File: config.mk
export PLATFORM = sky130hd
export DESIGN_NAME = div_dp
export DESIGN_NICKNAME = d
export VERILOG_FILES = /design/src/rtl/div_dp.sv
export SDC_FILE = /design/constraint.sdc
export NUM_CORES = 1
export LEC_CHECK = 0
export BUFFER_PORTS_ARGS = -buffer_cell sky130_fd_sc_hd__buf_2
export CAP_MARGIN = 20
export CORE_ASPECT_RATIO = 2
export CORE_UTILIZATION = 51
export DETAILED_ROUTE_END_ITERATION = 8
export GPL_TIMING_DRIVEN = 0
export PLACE_DENSITY = 0.75
export RECOVER_POWER = 25
export SYNTH_ARGS = -nofsm -noshare
export SYNTH_HDL_FRONTEND = slang
export SYNTH_SLANG_ARGS = --single-unit
File: constraint.sdc
create_clock -name clk -period 2.2 [get_ports clk]
set_clock_uncertainty 0.15 [all_clocks]
set_input_delay 0.11 -clock clk [delete_from_list [all_inputs] [get_ports clk]]
set_output_delay 0.11 -clock clk [all_outputs]
set_load 0.01 [all_outputs]
File: src/rtl/div_dp.sv
// div_dp: sequential restoring shift-subtract divider with its own WAIT/CALC/DONE
// control and a start/done handshake. Produces quotient and remainder WIDTH+1
// cycles after an accepted start, or 1 cycle after an accepted divide-by-zero.
// Optional feature: define SIGNED_DIV_EN for two's-complement operands
// (magnitudes are divided, then the quotient and remainder signs are restored).
module div_dp #(
    parameter int WIDTH = 8
) (
    input  logic             clk,
    input  logic             reset_L,
    input  logic             start,
    input  logic [WIDTH-1:0] A,
    input  logic [WIDTH-1:0] B,
    output logic [WIDTH-1:0] quotient,
    output logic [WIDTH-1:0] remainder,
    output logic             done,
    output logic             divByZero
);

    localparam int CW = (WIDTH > 2) ? $clog2(WIDTH) : 1;

    typedef enum logic [1:0] {
        WAIT = 2'd0,
        CALC = 2'd1,
        DONE = 2'd2
    } state_t;

    state_t           state_q;
    logic [WIDTH-1:0] rem_q;        // partial remainder (always < divisor)
    logic [WIDTH-1:0] dvd_q;        // dividend shifting out, quotient shifting in
    logic [WIDTH-1:0] dvs_q;        // latched divisor magnitude
    logic [CW-1:0]    cnt_q;        // iterations remaining minus one
    logic [WIDTH-1:0] quotient_q;
    logic [WIDTH-1:0] remainder_q;
    logic             done_q;
    logic             dbz_q;

    logic [WIDTH:0]   shift_s;      // shifted partial remainder, one bit wider
    logic             ge_s;
    logic [WIDTH-1:0] rem_d;
    logic [WIDTH-1:0] dvd_d;
    logic [WIDTH-1:0] a_mag_s;
    logic [WIDTH-1:0] b_mag_s;
    logic [WIDTH-1:0] q_fix_s;
    logic [WIDTH-1:0] r_fix_s;

`ifdef SIGNED_DIV_EN
    logic flip_a_q;
    logic flip_b_q;

    // Two's-complement negation of an operand-width value.
    function automatic logic [WIDTH-1:0] neg_f(input logic [WIDTH-1:0] x);
        return ~x + {{(WIDTH-1){1'b0}}, 1'b1};
    endfunction

    // Operand magnitudes and sign restoration of the finished result.
    always_comb begin
        a_mag_s = A[WIDTH-1] ? neg_f(A) : A;
        b_mag_s = B[WIDTH-1] ? neg_f(B) : B;
        if (flip_a_q ^ flip_b_q) begin
            q_fix_s = neg_f(dvd_q);
        end else begin
            q_fix_s = dvd_q;
        end
        if (flip_a_q) begin
            r_fix_s = neg_f(rem_q);
        end else begin
            r_fix_s = rem_q;
        end
    end
`else
    // Unsigned operation: operands and results pass straight through.
    always_comb begin
        a_mag_s = A;
        b_mag_s = B;
        q_fix_s = dvd_q;
        r_fix_s = rem_q;
    end
`endif

    // One restoring iteration: shift in the next dividend bit, subtract if it fits.
    always_comb begin
        shift_s = {rem_q, dvd_q[WIDTH-1]};
        ge_s    = (shift_s >= {1'b0, dvs_q});
        if (ge_s) begin
            rem_d = WIDTH'(shift_s - {1'b0, dvs_q});
            dvd_d = {dvd_q[WIDTH-2:0], 1'b1};
        end else begin
            rem_d = shift_s[WIDTH-1:0];
            dvd_d = {dvd_q[WIDTH-2:0], 1'b0};
        end
    end

    // Control FSM and datapath registers; reset aborts any operation in flight.
    always_ff @(posedge clk or negedge reset_L) begin
        if (!reset_L) begin
            state_q     <= WAIT;
            rem_q       <= {WIDTH{1'b0}};
            dvd_q       <= {WIDTH{1'b0}};
            dvs_q       <= {WIDTH{1'b0}};
            cnt_q       <= {CW{1'b0}};
            quotient_q  <= {WIDTH{1'b0}};
            remainder_q <= {WIDTH{1'b0}};
            done_q      <= 1'b0;
            dbz_q       <= 1'b0;
`ifdef SIGNED_DIV_EN
            flip_a_q    <= 1'b0;
            flip_b_q    <= 1'b0;
`endif
        end else begin
            case (state_q)
                WAIT: begin
                    done_q <= 1'b0;
                    if (start) begin
                        if (B == {WIDTH{1'b0}}) begin
                            // Divide by zero: all-ones quotient, dividend as remainder.
                            dbz_q   <= 1'b1;
                            dvd_q   <= {WIDTH{1'b1}};
                            rem_q   <= A;
`ifdef SIGNED_DIV_EN
                            flip_a_q <= 1'b0;
                            flip_b_q <= 1'b0;
`endif
                            state_q <= DONE;
                        end else begin
                            dbz_q   <= 1'b0;
                            dvd_q   <= a_mag_s;
                            dvs_q   <= b_mag_s;
                            rem_q   <= {WIDTH{1'b0}};
                            cnt_q   <= CW'(WIDTH - 1);
`ifdef SIGNED_DIV_EN
                            flip_a_q <= A[WIDTH-1];
                            flip_b_q <= B[WIDTH-1];
`endif
                            state_q <= CALC;
                        end
                    end else begin
                        state_q <= WAIT;
                    end
                end
                CALC: begin
                    rem_q <= rem_d;
                    dvd_q <= dvd_d;
                    if (cnt_q == {CW{1'b0}}) begin
                        state_q <= DONE;
                    end else begin
                        cnt_q <= cnt_q - {{(CW-1){1'b0}}, 1'b1};
                    end
                end
                DONE: begin
                    // Internal registers are frozen here, so outputs stay stable.
                    quotient_q  <= q_fix_s;
                    remainder_q <= r_fix_s;
                    if (start) begin
                        done_q <= 1'b1;
                    end else begin
                        done_q  <= 1'b0;
                        state_q <= WAIT;
                    end
                end
                default: begin
                    done_q  <= 1'b0;
                    state_q <= WAIT;
                end
            endcase
        end
    end

    assign quotient  = quotient_q;
    assign remainder = remainder_q;
    assign done      = done_q;
    assign divByZero = dbz_q;

endmodule

=== Word-level counts from Yosys, hierarchy flattened ===
Cells that the tools add are included.

* Bits in registers: 47
* Bits of input ports: 19
* Word-level logic and storage cells: 49

* Add/sub/neg operators: 2
* Order comparisons: 1
* Equality and inequality tests: 7
* Multiplexer cells: 20
* Bitwise logic cells: 1
* Reduce and logical (&&, ||, !) cells: 9

{| class="wikitable"
|+ Operators with widths
! operator !! number
|-
| $mux W8 || 5
|-
| $pmux W8 S2 || 2
|-
| $ne A2 B2 Y1 const B || 5
|-
| $ge A9 B8 Y1 || 1
|-
| $mux W3 || 3
|-
| $logic_not A8 Y1 || 1
|-
| $mux W2 || 4
|-
| $sub A8 B8 Y8 || 1
|-
| $pmux W2 S3 || 1
|-
| $pmux W3 S2 || 1
|-
| $reduce_and A2 Y1 || 3
|-
| $reduce_and A4 Y1 || 1
|-
| $logic_not A3 Y1 || 1
|-
| $mux W1 || 3
|-
| $reduce_and A3 Y1 || 1
|-
| $sub A3 B1 Y3 const B || 1
|-
| $eq A2 B1 Y1 const B || 1
|-
| $eq A2 B2 Y1 const B || 1
|-
| $logic_not A2 Y1 || 1
|-
| $pmux W1 S2 || 1
|-
| $reduce_bool A2 Y1 || 1
|-
| $not A1 Y1 || 1
|}

=== Depth between registers and ports, before layout ===
* Depth after elaboration: 4
* Gate-level depth with buffers: 9

=== Worst setup path after synthesis ===
Ideal clock, no wire load.

* Path kind: reg-to-reg
* From: reg rem_q[5], in the netlist r_fix_s[5]
* To: reg rem_q[0], in the netlist r_fix_s[0]
* Arrival time: 1.884 ns
* Setup slack: 0.084 ns
* Cell stages (with the launch flop): 8
* Buffers on the path: 0
* Period minus slack after synthesis: 2.116 ns
* Cell sequence: dfrtp_1 -> ha_1 -> a21o_1 -> a211oi_2 -> o21ai_2 -> nor2_4 -> mux2_2 -> o22ai_1

* Cells in the longest elaborated chain, start to end: 3

{| class="wikitable"
|+ RTL lines
! item !! line !! text
|-
| start: declaration || 29 || <nowiki>logic [WIDTH-1:0] rem_q;</nowiki>
|-
| start signal: assignment || 98 || <nowiki>rem_q <= {WIDTH{1'b0}};</nowiki>
|-
| start signal: assignment || 129 || <nowiki>rem_q <= {WIDTH{1'b0}};</nowiki>
|-
| start signal: assignment || 142 || <nowiki>rem_q <= rem_d;</nowiki>
|-
| $ge A9 B8 Y1 || 84 || <nowiki>ge_s = (shift_s >= {1'b0, dvs_q});</nowiki>
|-
| $mux W8 || 85 || <nowiki>if (ge_s) begin</nowiki>
|-
| $pmux W8 S2 || 111 || <nowiki>case (state_q)</nowiki>
|}

Every way passes these cells.
A chain may end at the register's enable or synchronous reset.

=== Worst setup path in the final report ===
* From: reg dvs_q[3]
* To: reg rem_q[1], in the netlist r_fix_s[1]

* Cells in the longest elaborated chain, start to end: 3

{| class="wikitable"
|+ RTL lines
! item !! line !! text
|-
| start: declaration || 31 || <nowiki>logic [WIDTH-1:0] dvs_q;</nowiki>
|-
| start signal: assignment || 100 || <nowiki>dvs_q <= {WIDTH{1'b0}};</nowiki>
|-
| start signal: assignment || 128 || <nowiki>dvs_q <= b_mag_s;</nowiki>
|-
| $ge A9 B8 Y1 || 84 ||
|-
| $mux W8 || 85 ||
|-
| $pmux W8 S2 || 111 ||
|}

Every way passes these cells.

==> PnR_summary.wiki <==
{| class="wikitable"
! Metric !! Value
|-
| Outcome || complete, no violations
|-
| Most used standard cells in the synthesized netlist || 47 x dfrtp_1, 26 x nand2_1, 17 x mux2_2
|-
| Tightest Pin Transition || 834.6 ps
|-
| Element type at the critical path end || flip-flop
|-
| Fin crit share || 97.23%
|-
| Number of enable flip-flop cells after synthesis || 0
|-
| Count of buffers inserted at the top-level ports || 36
|-
| Largest fanout of any net on the critical path || 5
|-
| Global-route total usage across every layer || 25.22%
|-
| Initial Util || between 50% and 60%
|-
| Overall die height || 101.2 um
|-
| Required time at the endpoint of the critical path || 2270 ps
|-
| Post-DRT Antenna Nets || 0
|-
| CTS H-Tree Depth || 2
|-
| Worst IR Drop VDD || 1.005 mV
|-
| Buffers from clock root to sink, at most || 2
|-
| Cell with the most instances after synthesis || dfrtp_1
|-
| Layout cell share with drive strength beyond 1 || 32.69%
|-
| # Max-Cap Violations || 0
|-
| Layout filler cell count || between 300 and 400
|-
| First-pass GRT wire length || 9.722 mm
|-
| Core Region || 4686 sq um
|-
| Most used flip-flop cell after synthesis || dfrtp_1
|-
| Count of pins over their slew limit || 0
|-
| Areal power density over the cells || between 1500 and 2000 nW/um^2
|-
| DRT Pass-1 Iters || 4
|-
| Root Buffer || clkbuf_8
|-
| Min cycle time layout || 2139 ps
|-
| Total die area || around 5200 sq um
|-
| Number of rows created at floorplan || 35
|-
| Netlist cell types || 44
|-
| Number of buffers and inverters on the critical path || 1
|-
| Cell with the largest stage delay on the worst path || dfrtp_1
|-
| Setup repair after global routing missed its margin || true
|-
| Die width || 51.61 um
|-
| Combined area of the multi-input logic cells || 1286 sq um
|-
| Total congestion overflow after global routing || 0
|-
| Utilization after layout || roughly two thirds
|-
| Path type of the worst min-delay path || input pin to flip-flop
|-
| Final WL || 5.849 mm
|-
| Vias in the first global route || roughly 2,200
|-
| Storage element area || 1181 sq um
|-
| Largest net degree at the start of global routing || 48
|-
| Via-to-Cell Ratio || 5.651
|-
| Area of all placed cells without fillers || approximately 3200 sq um
|-
| Arrival time of data at the critical path endpoint || approximately 2200 ps
|-
| Number of synthesis warnings || 0
|-
| # clock sinks || 47
|-
| Wire length per cell || 16.07 um
|-
| Via total after detailed routing || 2,057
|-
| Final setup vio count || 0
|-
| Number of instances in the synthesized netlist || 245
|-
| Crit-path max cell delay || 370 ps
|-
| Post-CTS clock slew at the launch and capture registers of the worst setup and hold paths || about 90 ps
|-
| TNS Setup || 0 ps
|-
| HPWL after detailed placement || roughly 4.3 mm
|-
| Critical path class || flip-flop to flip-flop
|-
| Total DRC errors in the routed layout || 0
|-
| Yosys top cell by area || dfrtp_1
|-
| Highest clock frequency the design can meet || 467.5 MHz
|-
| Portion of the post-synthesis area used by sequential elements || between 40% and 50%
|-
| Weighted congestion reported at the end of routability-driven placement || 0.8834
|-
| Critical path's top delay family || compound AO/OA/AOI/OAI gates
|-
| Portion of synthesized cell area occupied by the leading cell type || 46.86%
|-
| TritonCTS clock tree || yes
|-
| I/O pins || 37
|-
| Nature of the critical path startpoint || flip-flop
|-
| Number of DRC markers after the initial detailed-route iteration || 40
|-
| Placement Cell Area || 2759 sq um
|-
| Number of hold-slack violations in the final timing report || 0
|-
| Share of flip-flops with an asynchronous set or reset || between 90% and 100%
|-
| Cell Area, Synth || 2510 sq um
|-
| Most area-consuming cells after synthesis || dfrtp_1 47%, mux2_2 7.6%, ha_1 5.0%
|-
| Layout net count || 338
|-
| Total power consumption of the routed design || 0.005218 W
|-
| Average instance area after synthesis || 10.24 sq um
|-
| Total clock buffers created by CTS || 5
|-
| Slack of the critical path || 60.94 ps
|-
| Static Leakage || 1.477 nW
|-
| Layout area overhead || 26.22%
|-
| Rel. slew slack || 44.36%
|-
| Number of nets produced by synthesis || 275
|-
| Crit-path cells || inv_1 -> ha_4 -> a21o_1 -> a21oi_4 -> o21ai_2 -> nor2_4 -> mux2_2 -> o22ai_1
|-
| Seq cells post-synth || between 40 and 50
|-
| DP Worst Slack || -169.8 ps
|-
| Initial antenna violation count || 0
|-
| Antenna diode count || 0
|-
| Clock latency on the worst-skew pair || 310 ps
|}
-- flip-flops by register name, indices dropped and copies added (netlist names) --
name	count
dvd_q	8
dvs_q	8
quotient	8
r_fix_s	8
remainder	8
cnt_q	3
state_q	2
divByZero	1
done	1
-- metal layers --
metal  part of all wire, %  global-route usage, %
met1                    39                  27.89
met2                    54                  45.05
met3                   2.6                  2.402
met4                   4.3                  14.97
met5                     0                      0
-- layout by cell type (no fill, tap or decap), types with 5 or more instances in the layout --
cell           count
a21oi_1            9
ha_1               5
nand3_1            7
inv_1             12
nor3_1             7
o31ai_1            8
o21ai_0           15
buf_2             37
dfrtp_1           43
clkbuf_8           7
mux2_2            17
nor2_1            16
dlygate4sd3_1     17
a31oi_1            6
nand2_1           26
-- repair_timing --
action,CTS,global route
setup buffers,1,1
hold endpoints to repair,64,0
setup endpoints to repair,6,7
gates resized for setup,6,15
cloned,0,0
hold buffers,17,0
pin swaps,1,4
-- path summary, 6_finish.rpt --
path / startpoint / end / slack, ps / cells after the start
worst min register to register: cnt_q[0] / cnt_q[0] / 330 / 1
worst max-delay path: dvs_q[3] / r_fix_s[1] / 60 / 8
worst min-delay path: A[6] / r_fix_s[6] / 40 / 5
worst max register to register: dvs_q[3] / r_fix_s[1] / 60 / 8
max in group asynchronous: reset_L / r_fix_s[3] / 350 / 3
min in group asynchronous: reset_L / remainder[0] / 220 / 2
-- logic make-up (layout without fill, tap and decap cells) --
kind of cell | after synthesis | after routing | synth area share [%]
compound gates | 63 | 63 | 15.95
xor+xnor | 3 | 3 | 1.047
fa+ha+maj | 11 | 11 | 5.783
buf+inv | 24 | 88 | 5.284
flops | 47 | 47 | 46.86
mux | 19 | 19 | 8.425
simple gates | 78 | 78 | 16.65
-- through the flow --
stage | hold WS, ps | instances
global placement | 183.7 | 336
floorplan | -335.6 | 245
detailed placement | 188.3 | 336
CTS | 22.60 | 362
global route | 49.38 | 364
finish | 35.54 | 364
-- final cells by class --
type	instances	share of cell area (%)
clock inverters	2	1.106
flip-flops and latches	47	37.28
plain buffers	10	2.528
multi-input cells	174	40.60
well taps	55	2.172
repair buffers	56	12.05
inverters	14	1.659
clock buffers	6	2.607
-- tightest hold or removal path: stages --
cell     delay [ps]
buf_2           100
nand3_1          60
nand2_1          80
a31oi_1          40
o21ai_0          60
-- power breakdown --
part	total [W]	switching, W	internal (W)
registers	0.00154	0.000281	0.00126
logic	0.00301	0.00157	0.00144
clock network	0.000669	0.000301	0.000368
(Power assumes the default switching activity.)
